[config.mk]
export PLATFORM = sky130hd
export DESIGN_NAME = player_controller
export DESIGN_NICKNAME = d
export VERILOG_FILES = /design/src/rtl/player_controller.sv
export SDC_FILE = /design/constraint.sdc
export NUM_CORES = 1
export LEC_CHECK = 0
export BUFFER_PORTS_ARGS = -buffer_cell sky130_fd_sc_hd__buf_2
export CORE_MARGIN = 2
export CORE_UTILIZATION = 50
export CTS_CLUSTER_SIZE = 16
export DETAILED_ROUTE_END_ITERATION = 10
export GPL_TIMING_DRIVEN = 0
export PLACE_DENSITY = 0.7
export SKIP_CTS_REPAIR_TIMING = 1
export SLEW_MARGIN = 25
export SYNTH_ARGS = -nofsm -noshare
export SYNTH_HDL_FRONTEND = slang
export SYNTH_SLANG_ARGS = --single-unit
[constraint.sdc]
create_clock -name clock_in -period 6.7 [get_ports clock_in]
set_input_delay 0 -clock clock_in [delete_from_list [all_inputs] [get_ports clock_in]]
set_output_delay 0 -clock clock_in [all_outputs]
set_load 0.01 [all_outputs]
[src/rtl/player_controller.sv]
// Per-player movement/action engine: held buttons become grid moves with auto-repeat,
// each target is checked against the grid through a one-cycle query, and chop holds are timed.
module player_controller #(
  parameter int GRID_W        = 16,
  parameter int GRID_H        = 12,
  parameter int START_X       = 1,
  parameter int START_Y       = 1,
  parameter int REPEAT_CYCLES = 12500000,
  parameter int CHOP_CYCLES   = 50000000
) (
  input  logic       clock_in,
  input  logic       reset_in,
  input  logic       left_in,
  input  logic       right_in,
  input  logic       up_in,
  input  logic       down_in,
  input  logic       chop_in,
  input  logic       carry_in,
  output logic       query_valid,
  output logic [3:0] query_x,
  output logic [3:0] query_y,
  input  logic       blocked_in,
  output logic [3:0] player_x,
  output logic [3:0] player_y,
  output logic [1:0] player_dir,
  output logic [1:0] player_state,
  output logic       chop_done,
  output logic       bump
);

  localparam int RW = (REPEAT_CYCLES > 2) ? $clog2(REPEAT_CYCLES) : 1;
  localparam int CW = (CHOP_CYCLES > 2) ? $clog2(CHOP_CYCLES) : 1;
  localparam logic [RW-1:0] REP_LAST  = RW'(REPEAT_CYCLES - 1);
  localparam logic [CW-1:0] CHOP_LAST = CW'(CHOP_CYCLES - 1);

  typedef enum logic {READY = 1'b0, CHECK = 1'b1} fsm_t;
  fsm_t fsm, fsm_next;

  logic [3:0]        dir_lvl, dir_prev, dir_req;
  logic [RW-1:0]     rep_cnt [4];
  logic [CW-1:0]     chop_cnt;
  logic              chop_active, move, oob;
  logic [1:0]        req_dir, state_next;
  logic signed [4:0] tgt_x, tgt_y;

  // Bit order doubles as direction code and request priority: up, down, left, right.
  assign dir_lvl     = {right_in, left_in, down_in, up_in};
  assign chop_active = chop_in && !carry_in && (fsm == READY);

  always_comb begin
    for (int i = 0; i < 4; i++) begin
      dir_req[i] = dir_lvl[i] && (!dir_prev[i] || (rep_cnt[i] == REP_LAST));
    end
  end

  always_comb begin
    req_dir = 2'd3;
    if (dir_req[0])      req_dir = 2'd0;
    else if (dir_req[1]) req_dir = 2'd1;
    else if (dir_req[2]) req_dir = 2'd2;
    move = (|dir_req) && (fsm == READY) && !chop_active;
  end

  always_comb begin
    tgt_x = $signed({1'b0, player_x});
    tgt_y = $signed({1'b0, player_y});
    case (req_dir)
      2'd0:    tgt_y = tgt_y - 5'sd1;
      2'd1:    tgt_y = tgt_y + 5'sd1;
      2'd2:    tgt_x = tgt_x - 5'sd1;
      default: tgt_x = tgt_x + 5'sd1;
    endcase
    oob = tgt_x[4] || tgt_y[4] || (int'(tgt_x) >= GRID_W) || (int'(tgt_y) >= GRID_H);
  end

  always_comb begin
    fsm_next = fsm;
    case (fsm)
      READY:   if (move && !oob) fsm_next = CHECK;
      CHECK:   fsm_next = READY;
      default: fsm_next = READY;
    endcase
  end

  // Registered state: reports "moving" from the cycle the query issues through the position update.
  always_comb begin
    state_next = 2'd0;
    if (fsm_next == CHECK || fsm == CHECK) state_next = 2'd1;
    else if (chop_active)                  state_next = 2'd2;
    else if (carry_in)                     state_next = 2'd3;
  end

  always_ff @(posedge clock_in or posedge reset_in) begin
    if (reset_in) begin
      fsm <= READY;
    end else begin
      fsm <= fsm_next;
    end
  end

  always_ff @(posedge clock_in or posedge reset_in) begin
    if (reset_in) begin
      dir_prev     <= '0;
      for (int i = 0; i < 4; i++) rep_cnt[i] <= '0;
      chop_cnt     <= '0;
      chop_done    <= 1'b0;
      query_valid  <= 1'b0;
      query_x      <= 4'(START_X);
      query_y      <= 4'(START_Y);
      bump         <= 1'b0;
      player_x     <= 4'(START_X);
      player_y     <= 4'(START_Y);
      player_dir   <= 2'd1;
      player_state <= 2'd0;
    end else begin
      dir_prev     <= dir_lvl;
      chop_done    <= 1'b0;
      query_valid  <= 1'b0;
      bump         <= 1'b0;
      player_state <= state_next;

      for (int i = 0; i < 4; i++) begin
        if (!dir_lvl[i] || dir_req[i]) rep_cnt[i] <= '0;
        else                           rep_cnt[i] <= rep_cnt[i] + RW'(1);
      end

      if (!chop_in || carry_in) begin
        chop_cnt <= '0;
      end else if (chop_active) begin
        if (chop_cnt == CHOP_LAST) begin
          chop_cnt  <= '0;
          chop_done <= 1'b1;
        end else begin
          chop_cnt <= chop_cnt + CW'(1);
        end
      end

      if (move) begin
        player_dir <= req_dir;
        if (oob) begin
          bump <= 1'b1;
        end else begin
          query_x     <= tgt_x[3:0];
          query_y     <= tgt_y[3:0];
          query_valid <= 1'b1;
        end
      end

      if (fsm == CHECK) begin
        if (blocked_in) begin
          bump <= 1'b1;
        end else begin
          player_x <= query_x;
          player_y <= query_y;
        end
      end
    end
  end

endmodule

==> flow_summary.yaml, run 1 <==
run_status:
  outcome: "finished, final reports clean"
yosys:
  ys_top_cells_by_area: "dfrtp_1, nor2_1, xnor2_1, xor2_1, nand2_1"
  avgSynthCellArea_um2: 9.75
  synth_xor_area_share_pct: 10.9
  yosysUniqueCellTypes: 56
  synth_edf_count: 0
  yosys_warnings: 0
  synthSimpleGateAreaFrac_pct: 23.6
  async_flop_share_pct: 100
  netlist_area_mm2: 0.00749
  synth_fa_ha_area_share_pct: 2.37
  synth_nets: 790
  synthFlopType: "dfrtp_1"
  synthCells: 768
  synth_top_family_by_area: "simple AND/OR/NAND/NOR gates"
  yosysTopAreaCell: "dfrtp_1"
  ys_ff_latch: 150
  synth_compound_area_share_pct: 7.65
  ys_seq_area_share_pct: 50.2
  muxShareOfSynthArea_pct: 2.99
  synth.top_cell.area_share_pct: 48.5
global_routing:
  grt_max_degree: 80
  grt_overflow: 0
  grt_pass1_vias: 5830
  grt_usage_pct: 20.8
  antenna_found_initial: 0
  grt_pass1_wl_um: 27300
cts:
  clk_latency_ns: 0.42
  h-tree-depth: 4
  clock_path_buffers: 2
  cts_buffers: 17
  cts.sinks: 150
  root_buffer: "clkbuf_16"
  clk_pin_slew_ns: 0.06
  cts_tree: "yes"
drt:
  drc: 0
  via_count: 5776
  drtAntennaViolNets: 0
  drt_iter0_drc: 438
  routed_wl_um: 15500
  wl_per_cell_um: 15.1
  drt_pass1_iterations: 6
  vias_per_cell: 5.64
cells_and_area:
  fillCellCount: 1230
  final_cell_mix: "dfrtp_1, nor2_1, nand2_1"
  diodes: 0
  stdcell_area_mm2: 0.00865
  drive_gt1_share_pct: 11.3
  multiInputGateArea_mm2: 0.00356
  layout_commonest_cell: "dfrtp_1"
  register_area_mm2: 0.00376
  fin_nets: 849
  syn_to_final_growth_pct: 15.6
timing:
  skew_ns: 0.00763
  setup_viol_count_final: 0
  slew_viol_final: 0
  rsz0062_at_grt: "no"
  hold_viol: 0
  hold-worst-slack_ns: 0.184
  period_minus_slack_ns: 4.17
  finalCritPeriodShare_pct: 62.3
  slew_headroom_pct: 44.7
  max_clock_freq_ghz: 0.240
  worst_pin_slew_ns: 0.826
  finalSetupTns_ns: 0
critical_path:
  start_kind: "flip-flop"
  endpoint_kind: "flip-flop"
  arrival_ns: 4.48
  worst-path-max-fanout: 10
  critPathRequiredTime_ns: 7.01
  critical_path_class: "flip-flop to flip-flop"
floorplan:
  io_pins: 32
  rows: 44
  core-area_mm2: 0.0146
  dieWidth_um: 126
  die_h_um: 126
  initial_core_util_pct: 51.3
  dieArea_mm2: 0.0160
power:
  combPwrFrac_pct: 17.3
  p_seq_share_pct: 41.1
  swShare_pct: 25.8
  p_leak_nw: 3.73
  power.switching_w: 0.000657
  vdd.ir_drop.worst_mv: 0.211
  clockPowerShare_pct: 41.6
  powerDensity_mw_per_mm2: 294
  p_int_w: 0.00189
placement:
  placed_area_mm2: 0.00791
  place_congestion: 0.849
  dp_hpwl_um: 10700
  port_buffers: 31
worst_hold_path:
  worstHoldPathType: "input pin to async pin"
run:
  cap_violations: 0
[critical path, cell delays in order, from the launching register on]
cell and delay [ns]:
dfrtp_1 0.41, ha_1 0.25, and4_1 0.26, a41o_1 0.31, nor2_1 0.38, clkbuf_1 0.49
nand2_1 0.17, inv_1 0.14, ha_1 0.28, a21o_1 0.17, a21oi_1 0.17, xnor2_1 0.10
o22ai_1 0.28, nand2_2 0.14, buf_6 0.19, mux2_4 0.30
[power groups by stage]
stage / combinational, W / clock (W) / sequential, W
2_1_floorplan: 0.000273 / 0 / 0.00108
3_3_place_gp: 0.000422 / 0 / 0.00106
3_5_place_dp: 0.000439 / 0 / 0.00106
4_1_cts: 0.000441 / 0.00108 / 0.00105
5_1_grt: 0.000490 / 0.00112 / 0.00106
6_report: 0.000440 / 0.00106 / 0.00105
[final timing paths]
check | from | to | slack, ns | cells past startpoint
min in group clock_in | down_in | dir_prev[1] | 0.28 | 2
worst max register to register | rep_cnt[72] | query_y[2] | 2.53 | 15
worst min-delay path | reset_in | chop_cnt[22] | 0.18 | 3
max in group asynchronous | reset_in | query_x[0] | 5.71 | 4
worst max-delay path | rep_cnt[72] | query_y[2] | 2.53 | 15
worst min register to register | player_dir[0] | player_dir[0] | 0.49 | 2
[sequential cells by signal (all words and copies together), names as in the netlist, 4 cells and up]
signal    cells
query_y       4
rep_cnt      96
player_x      4
query_x       4
player_y      4
dir_prev      4
chop_cnt     26
[per-layer routing]
metal  track usage (%)  part of all wire (%)
met5                 0                     0
met4              6.72                   1.5
met3              5.82                   4.1
met2              33.8                    49
met1              27.2                    46
[through the flow]
stage / cells / setup slack, ns / utilization (%) / power (W)
3_5_place_dp: 984 / 2.51 / 54.2 / 0.00150
3_3_place_gp: 983 / 1.13 / 54.0 / 0.00148
6_report: 1024 / 2.53 / 59.3 / 0.00255
5_1_grt: 1024 / 2.28 / 59.3 / 0.00266
2_1_floorplan: 768 / 2.67 / - / 0.00135
4_1_cts: 1016 / 2.49 / 58.7 / 0.00257
[cells by family after synthesis]
| group | after synthesis |
|---|---|
| compound gates | 89 |
| xor+xnor | 93 |
| fa+ha+maj | 13 |
| buf+inv | 43 |
| flops | 150 |
| mux | 18 |
| simple gates | 362 |
[cells in the mapped netlist, drive strengths merged, types with 3 or more instances]
| library cell | instances |
|---|---|
| a21o | 7 |
| a21oi | 13 |
| a31oi | 5 |
| and3 | 26 |
| and4 | 11 |
| buf | 5 |
| clkbuf | 14 |
| dfrtp | 145 |
| dfstp | 5 |
| ha | 11 |
| inv | 24 |
| mux2 | 17 |
| nand2 | 78 |
| nand2b | 4 |
| nand3 | 44 |
| nand4 | 27 |
| nor2 | 127 |
| nor2b | 4 |
| nor3 | 8 |
| nor4 | 7 |
| nor4b | 5 |
| nor4bb | 6 |
| o21ai | 42 |
| o22ai | 3 |
| o31ai | 7 |
| o41ai | 3 |
| or3 | 6 |
| or4 | 3 |
| xnor2 | 47 |
| xor2 | 46 |
[area by class of cell]
cell class / count / area share [%]
multi-input combinational: 575 / 41.2
sequential: 150 / 43.4
buffer: 19 / 0.925
clock buffer: 24 / 5.68
tap: 184 / 2.66
timing repair buffer: 40 / 3.04
clock inverter: 8 / 1.95
inverter: 24 / 1.13
No activity file was read; power rests on OpenSTA's default activity.
==> inputs of run 2 (changes only) <==
--- a/config.mk
+++ b/config.mk
@@ -11,7 +11,7 @@
 export CTS_CLUSTER_SIZE = 16
 export DETAILED_ROUTE_END_ITERATION = 10
 export GPL_TIMING_DRIVEN = 0
-export PLACE_DENSITY = 0.7
+export PLACE_DENSITY = 0.72
 export SKIP_CTS_REPAIR_TIMING = 1
 export SLEW_MARGIN = 25
 export SYNTH_ARGS = -nofsm -noshare
==> constraint.sdc (replaced) <==
create_clock -name clock_in -period 3.54 [get_ports clock_in]
set_input_delay 0 -clock clock_in [delete_from_list [all_inputs] [get_ports clock_in]]
set_output_delay 0 -clock clock_in [all_outputs]
set_load 0.01 [all_outputs]
==> flow_summary.yaml, run 2 (same netlist as run 1, synthesis figures left out) <==
cells_and_area:
  syn_to_final_growth_pct: 16.6
  final_cell_mix: "dfrtp_1, nor2_1, nand2_1"
  reg_top3: "rep_cnt x96, chop_cnt x26"
  max_flop_register: "rep_cnt"
  layout_commonest_cell: "dfrtp_1"
  drive_gt1_share_pct: 13.2
  fin_nets: 857
  layoutNonFillerInstCount: 1032
  largest_register_ff_count: 96
  diodes: 0
cts:
  clk_pin_slew_ns: 0.06
  clk_latency_ns: 0.43
  cts_tree: "yes"
  cts.sinks: 150
  h-tree-depth: 4
  clock_path_buffers: 2
  cts_buffers: 17
  root_buffer: "clkbuf_16"
floorplan:
  rows: 44
  core-area_mm2: 0.0146
  initial_core_util_pct: 51.3
  die_h_um: 126
  dieArea_mm2: 0.0160
  io_pins: 32
  dieWidth_um: 126
timing:
  finalCritPeriodShare_pct: 95.2
  setup_viol_count_final: 0
  period_minus_slack_ns: 3.37
  hold_viol: 0
  setup_slack_ns: 0.170
  slew_headroom_pct: 42.7
  worst_pin_slew_ns: 0.856
  skew_ns: 0.00777
  slew_viol_final: 0
  max_clock_freq_ghz: 0.297
  finalSetupTns_ns: 0
global_routing:
  grt_max_degree: 33
  antenna_found_initial: 0
  grt_overflow: 0
  grt_pass1_wl_um: 25800
  grt_usage_pct: 20.1
  grt_pass1_vias: 5428
drt:
  drc: 0
  drtAntennaViolNets: 0
  via_count: 5552
  drt_pass1_iterations: 4
  routed_wl_um: 15100
  wl_per_cell_um: 14.7
  vias_per_cell: 5.38
  drt_iter0_drc: 326
critical_path:
  critPathMaxStageDelay_ns: 0.44
  critPathRequiredTime_ns: 3.86
  arrival_ns: 3.69
  endpoint_kind: "flip-flop"
  regToRegSetupSlack_ns: 0.17
  cp_slowest_cell: "fa_1"
  crit_family: "compound AO/OA/AOI/OAI gates"
  worst-path-max-fanout: 10
  reg2reg_to: "query_y[2]"
  reg2regPathDepth: 13
  start_kind: "flip-flop"
  crit_chain: "ha_2, nor3b_1, nand4_1, o22ai_4, nand2_1, fa_1, a21o_1, a21oi_1, a21oi_1, o22ai_2, nand2_2, buf_12, mux2_4"
  r2r_start: "rep_cnt[48]"
  critical_path_class: "flip-flop to flip-flop"
  crit_buf_inv: 1
  critPathMostFrequentCell: "a21oi_1"
power:
  powerDensity_mw_per_mm2: 534
  p_leak_nw: 3.75
  vdd.ir_drop.worst_mv: 0.471
placement:
  place_congestion: 0.831
  pre_cts_ws_ns: -0.587
  dp_hpwl_um: 10400
  port_buffers: 31
  dp.cells: 988
run:
  cap_violations: 0
run_status:
  outcome: "finished, final reports clean"
worst_hold_path:
  worstHoldPathType: "input pin to async pin"
[run 2: per-stage QoR]
| stage | instance area, um^2 | hold slack, ns | util [%] | power, W |
|---|---|---|---|---|
| after floorplan | 7490 | 0.0314 | - | 0.00256 |
| after global placement | 7880 | 0.168 | 54.0 | 0.00282 |
| after detailed placement | 7980 | -0.0312 | 54.7 | 0.00286 |
| after CTS | 8570 | -0.493 | 58.7 | 0.00466 |
| after global routing | 8730 | 0.0822 | 59.9 | 0.00488 |
| final | 8730 | 0.0605 | 59.9 | 0.00467 |
[run 2: worst max path at each step]
stage	from	endpoint	slack [ns]	cells after the start
detailed placement	rep_cnt[72]	query_y[3]	-0.59	15
finish	rep_cnt[48]	query_y[2]	0.17	13
floorplan	rep_cnt[72]	query_x[3]	0.04	15
global placement	rep_cnt[72]	query_y[2]	-0.51	15
global route	rep_cnt[48]	query_x[3]	-0.03	13
CTS	rep_cnt[72]	query_y[3]	-0.60	15
[run 2: tightest hold or removal path: stages]
cell and delay, ns:
dlygate4sd3_1 0.53, buf_2 0.13, clkinvlp_4 0.21
[run 2: cell type report]
cell class | count | area [um^2]
plain buffers | 19 | 96.3
clock buffers | 24 | 492
clock inverters | 8 | 96.3
fillers | 1224 | 5860
inverters | 24 | 93.8
multi-input cells | 575 | 3600
flip-flops and latches | 150 | 3760
well taps | 184 | 230
repair buffers | 48 | 365
[run 2: metal layers]
metal  GRT usage [%]  vias up  share of wire [%]
li1                -     2791                  -
met3            6.28       24                4.8
met2            30.7       92                 47
met4            8.14        0                1.7
met5               0        -                  0
met1            26.7     2645                 47
[run 2: where the power goes]
part           total (W)  internal (W)  switching, W
sequential       0.00199       0.00187      0.000124
clock            0.00180       0.00111      0.000688
combinational   0.000881      0.000418      0.000463
total            0.00467       0.00339       0.00127
